===== src/rtl/register_file_ext.sv =====
`default_nettype none
// ============================================================================
// register_file_ext : parametrised 2-read/1-write register file with masked
// flag update, multi-cycle bulk-clear sweep and optional A-port forwarding
// (macro REGFILE_BYPASS_EN). Revision 1.0
// ============================================================================
module register_file_ext #(
  parameter int DATA_WIDTH = 8,
  parameter int ADDR_WIDTH = 5,
  parameter int GOUT_ADDR  = 29,
  parameter int DOUT_ADDR  = 30,
  parameter int FLAG_ADDR  = 31,
  parameter bit ZERO_REG0  = 1'b0
) (
  input  logic                  clk,
  input  logic                  resetn,
  input  logic                  enable,
  input  logic [ADDR_WIDTH-1:0] a_addr,
  output logic [DATA_WIDTH-1:0] a_data_out,
  input  logic [ADDR_WIDTH-1:0] b_addr,
  input  logic [DATA_WIDTH-1:0] b_data_in,
  input  logic                  b_wr_enable,
  output logic [DATA_WIDTH-1:0] b_data_out,
  input  logic [DATA_WIDTH-1:0] flag_wr_mask,
  input  logic [DATA_WIDTH-1:0] flag_data_in,
  input  logic                  clear_req,
  output logic                  busy,
  output logic [DATA_WIDTH-1:0] reg_gout,
  output logic [DATA_WIDTH-1:0] reg_dout,
  output logic [DATA_WIDTH-1:0] reg_flag
);

  localparam int DEPTH = 2**ADDR_WIDTH;
  localparam logic [ADDR_WIDTH-1:0] C_GOUT = ADDR_WIDTH'(GOUT_ADDR);
  localparam logic [ADDR_WIDTH-1:0] C_DOUT = ADDR_WIDTH'(DOUT_ADDR);
  localparam logic [ADDR_WIDTH-1:0] C_FLAG = ADDR_WIDTH'(FLAG_ADDR);
  localparam logic [ADDR_WIDTH-1:0] C_LAST = ADDR_WIDTH'(DEPTH-1);

  typedef enum logic [0:0] {
    S_IDLE  = 1'b0,
    S_SWEEP = 1'b1
  } state_e;

  state_e                  state_q;
  logic                    busy_q;
  logic [ADDR_WIDTH-1:0]   ptr_q;
  logic [DATA_WIDTH-1:0]   regs_q [DEPTH];

  logic                    w_open;
  logic                    w_wr;
  logic [DATA_WIDTH-1:0]   w_flag_base;
  logic [DATA_WIDTH-1:0]   w_flag_d;

  assign w_open = enable && !busy_q;
  assign w_wr   = w_open && b_wr_enable && !(ZERO_REG0 && (b_addr == '0));

  // Unmasked flag bits take the port B write data when B targets the flag register.
  assign w_flag_base = (w_wr && (b_addr == C_FLAG)) ? b_data_in : regs_q[C_FLAG];
  assign w_flag_d    = (w_flag_base & ~flag_wr_mask) | (flag_data_in & flag_wr_mask);

  always_ff @(posedge clk or negedge resetn) begin
    if (!resetn) begin
      state_q <= S_IDLE;
      busy_q  <= 1'b0;
      ptr_q   <= '0;
      for (int i = 0; i < DEPTH; i++) begin
        regs_q[i] <= '0;
      end
    end else if (enable) begin
      case (state_q)
        S_IDLE: begin
          if (w_wr) begin
            regs_q[b_addr] <= b_data_in;
          end
          regs_q[C_FLAG] <= w_flag_d;
          if (clear_req) begin
            state_q <= S_SWEEP;
            busy_q  <= 1'b1;
            ptr_q   <= '0;
          end
        end
        S_SWEEP: begin
          regs_q[ptr_q] <= '0;
          if (ptr_q == C_LAST) begin
            state_q <= S_IDLE;
            busy_q  <= 1'b0;
            ptr_q   <= '0;
          end else begin
            ptr_q <= ptr_q + 1'b1;
          end
        end
        default: begin
          state_q <= S_IDLE;
          busy_q  <= 1'b0;
          ptr_q   <= '0;
        end
      endcase
    end
  end

  always_comb begin
    a_data_out = regs_q[a_addr];
`ifdef REGFILE_BYPASS_EN
    if (w_open && (a_addr == C_FLAG)) begin
      a_data_out = w_flag_d;
    end else if (w_wr && (a_addr == b_addr)) begin
      a_data_out = b_data_in;
    end
`endif
    if (ZERO_REG0 && (a_addr == '0)) begin
      a_data_out = '0;
    end
  end

  always_comb begin
    b_data_out = regs_q[b_addr];
    if (ZERO_REG0 && (b_addr == '0)) begin
      b_data_out = '0;
    end
  end

  assign busy     = busy_q;
  assign reg_gout = regs_q[C_GOUT];
  assign reg_dout = regs_q[C_DOUT];
  assign reg_flag = regs_q[C_FLAG];

endmodule
`default_nettype wire


===== config.mk =====
export PLATFORM = sky130hd
export DESIGN_NAME = register_file_ext
export DESIGN_NICKNAME = d
export VERILOG_FILES = /design/src/rtl/register_file_ext.sv
export SDC_FILE = /design/constraint.sdc
export NUM_CORES = 1
export LEC_CHECK = 0
export ABC_AREA = 1
export CELL_PAD_IN_SITES_DETAIL_PLACEMENT = 1
export CELL_PAD_IN_SITES_GLOBAL_PLACEMENT = 1
export CORE_MARGIN = 2
export CORE_UTILIZATION = 30
export CTS_CLUSTER_DIAMETER = 80
export DETAILED_ROUTE_END_ITERATION = 8
export PLACE_DENSITY = 0.55
export RECOVER_POWER = 50
export SYNTH_ARGS = -nofsm -noshare
export SYNTH_HDL_FRONTEND = slang
export SYNTH_SLANG_ARGS = --single-unit

===== constraint.sdc =====
create_clock -name clk -period 2.4 [get_ports clk]
set_input_delay 0.6 -clock clk [delete_from_list [all_inputs] [get_ports clk]]
set_output_delay 0.6 -clock clk [all_outputs]
set_load 0.01 [all_outputs]

==> key figures, run 1 <==
Run status
  – Status: finished, violations left
  – Failing checks: setup timing

Final layout
  – Non-filler cells, final: 3498
  – Layout Nets: 2821
  – Most frequent cells in the layout: nand2_1 (1123), dfrtp_1 (262), buf_4 (187)
  – Layout cells sized above 1: 0.277
  – Area grow syn2layout: 46.1%
  – Commonest non-fill, non-tap cell in the layout: nand2_1
  – Util after Layout: 0.442
  – Sequential Area: 6580 um^2
  – Area of the multi-input gates: 9790 um^2
  – Layout fillers: 6505
  – # diodes: 0

Global route
  – GR Overflow Total: 0
  – Vias in the first global route: 19700
  – Largest net degree at the start of global routing: 58
  – Initial antenna violation count: 0
  – First-pass GRT wire length: 130000 um
  – Tot GR Track Use: 0.313

Route
  – Drt wl/cell: 25.0 um
  – Vias per inst: 5.39
  – Antenna viol nets, final: 0
  – DRT iter0 DRCs: 1399
  – Via Count: 18800
  – Post-Route WL: 87600 um
  – Residual DRC count: 0
  – Drt pass-1 iters: 5

Power and ir drop
  – Combinational power share: 0.316
  – Internal Dissipation: 0.0111 W
  – Clock power share: 0.331
  – Switching share of power: 0.375
  – Sequential power share: 0.353
  – Leak pwr: 11.7 nW
  – VDD IR-drop max: 622 uV
  – Switch Pwr: 0.00663 W
  – Power Density: 745 nW/um^2

Hold path
  – Hold Path Depth: 3
  – Hold wc startpoint: b_data_in[6]
  – End of the worst hold path: reg_gout[6]
  – Hold Path Class: primary input to flip-flop

Synthesis
  – Mapped Cells: 2483
  – Area share of the largest cell type after synthesis: 0.405
  – Syn nets: 2527
  – Synthesized cell area: 16300 um^2
  – Ys Warns: 0
  – Distinct cell type count after synthesis: 29
  – Yosys reg bits: 263
  – Synth top area cells: dfrtp_1 (40%), nand2_1 (30%), nand3_1 (6.7%), o21ai_0 (5.2%), inv_1 (3.0%)
  – Syn_area_per_cell: 6.55 um^2
  – Largest area contributor in the netlist: dfrtp_1
  – Seq/Total Area, Yosys: 0.405

Floorplan
  – IO Pins: 80
  – Starting Density: 0.303
  – Die height: 237 um
  – Row Count: 85
  – Die Footprint: 56100 um^2
  – Core area: 53700 um^2
  – Die Width: 237 um

Setup path
  – CP Cell Sequence: buf_8 -> inv_4 -> buf_6 -> nor2_4 -> buf_6 -> buf_12 -> buf_16 -> nand2_4 -> nand4_1 -> nand2_1 -> nand2_2 -> nor2_4 -> nand2_2 -> buf_6
  – Worst R2R End: regs_q[36]
  – Worst-path maximum fanout: 8
  – Worst reg2reg setup slack: 0.07 ns
  – R2R Path Start: state_q
  – Worst Reg-to-Reg Cells: 7
  – Critical path required time: 1.80 ns
  – Arr. time, crit path: 2.14 ns
  – CP peak stage delay: 0.18 ns
  – WS Path Type: primary input to primary output
  – Slowest CP cell: nor2_4
  – CP most frequent cell: buf_6
  – CP startpoint kind: primary input
  – Critical path capture point type: primary output

STA
  – Max_slew headroom: 0.184
  – Worst hold slack: 0.387 ns
  – Final setup viols: 16
  – Final Critical Period: 2.74 ns
  – TNS Setup: -3.64 ns
  – Tcrit/Tclk final: 1.14
  – Slew Viols, Final: 0
  – Worst-Margin Slew: 1.22 ns
  – Unrepaired setup endpoints after global routing: true
  – Hold Fails Final Rpt: 0
  – Setup slack after layout: -0.342 ns
  – Fmax: 0.365 GHz
  – Final Skew: 0.0162 ns

Placement
  – Post-DP HPWL: 57400 um
  – Final Wtd Congestion: 0.919
  – Placed insts: 3365
  – Buffers on Ports: 79

Clock network
  – Clock Path Buffers: 3
  – Latest clock arrival within the worst-skew pair: 0.56 ns
  – Clock transition at path regs: 0.05 ns
  – Num CTS Buffers: 36
  – TritonCTS clock tree: built
  – Clock tree sinks: 263
  – CTS H-tree depth: 2
  – Clk root buf: clkbuf_16

Run
  – MaxCap Viol Count: 0
## cell type report
type,instances,share of cell area
timing repair buffer,403,0.197
sequential,263,0.277
clock inverter,16,0.0102
tap,696,0.0367
multi-input combinational,1932,0.412
timing repair inverter,1,0.00126
inverter,140,0.0236
clock buffer,47,0.0422
## registers in the layout, indices dropped and copies added, names as in the netlist, named ones only
| signal | cells |
|---|---|
| regs_q | 232 |
| reg_dout | 8 |
| reg_gout | 8 |
| ptr_q | 5 |
| busy | 1 |
| state_q | 1 |
## power groups by stage
stage,logic [W],registers (W),clock network [W]
final,0.00560,0.00624,0.00586
after global routing,0.00604,0.00632,0.00611
after CTS,0.00537,0.00617,0.00596
after detailed placement,0.00479,0.00620,0
after global placement,0.00471,0.00619,0
after floorplan,0.00251,0.00588,0
## per-layer routing
layer	vias up	track usage	wire length [um]
met1	9609	0.421	38600
met4	0	0.123	3650
met5	-	0	0
li1	8427	-	-
met3	196	0.0392	4900
met2	608	0.511	40400
## worst max-delay path by stage
stage               cells after the start  startpoint  slack (ns)             to
global placement                       11   b_addr[1]       -1.49  b_data_out[0]
detailed placement                     13   b_addr[1]       -1.48  b_data_out[7]
finish                                 14   b_addr[1]       -0.34  b_data_out[1]
floorplan                               9   b_addr[0]         0.1  b_data_out[7]
global route                           14   b_addr[1]       -0.38  b_data_out[1]
CTS                                    14   b_addr[1]       -0.30  b_data_out[1]
## through the flow
stage	instance area, um^2	worst slack [ns]	power [W]
5_1_grt	23800	-0.385	0.0185
6_report	23800	-0.342	0.0177
2_1_floorplan	16300	0.0992	0.00839
4_1_cts	23100	-0.305	0.0175
3_5_place_dp	19800	-1.48	0.0110
3_3_place_gp	19800	-1.49	0.0109
## critical path, delay by kind of cell
family                 cells  cell delay, ns
AND/OR/NAND/NOR            7            0.71
buffers and inverters      7            0.81
## synthesized netlist by cell type, drive strengths merged
master,instances
a21oi,68
a22oi,1
buf,68
clkbuf,80
dfrtp,263
ha,5
inv,140
nand2,1291
nand2b,5
nand3,227
nand4,42
nor2,100
nor3,21
nor3b,1
o21a,1
o21ai,170
## cell families (layout without fill, tap and decap cells)
kind of cell / after synthesis / count (layout) / synth area share
fa+ha+maj: 5 / 5 / 0.00385
flops: 263 / 263 / 0.405
buf+inv: 288 / 607 / 0.0752
simple gates: 1687 / 1687 / 0.440
compound gates: 240 / 240 / 0.0765
## repair_timing
action,in CTS,in global routing
gates cloned,25,3
setup endpoints to repair,16,16
gates resized for setup,373,193
pin swaps,101,141
setup buffers,40,8
endpoints found under the hold margin,33,0
hold buffers,1,0
(Power assumes the default switching activity.)
==> run 2: changes to the inputs <==
--- a/config.mk
+++ b/config.mk
@@ -14,6 +14,7 @@
 export DETAILED_ROUTE_END_ITERATION = 8
 export PLACE_DENSITY = 0.55
 export RECOVER_POWER = 50
+export SLEW_MARGIN = 10
 export SYNTH_ARGS = -nofsm -noshare
 export SYNTH_HDL_FRONTEND = slang
 export SYNTH_SLANG_ARGS = --single-unit
==> results of run 2 <==
The final DEF is identical to that of run 1; final timing and power are the same.
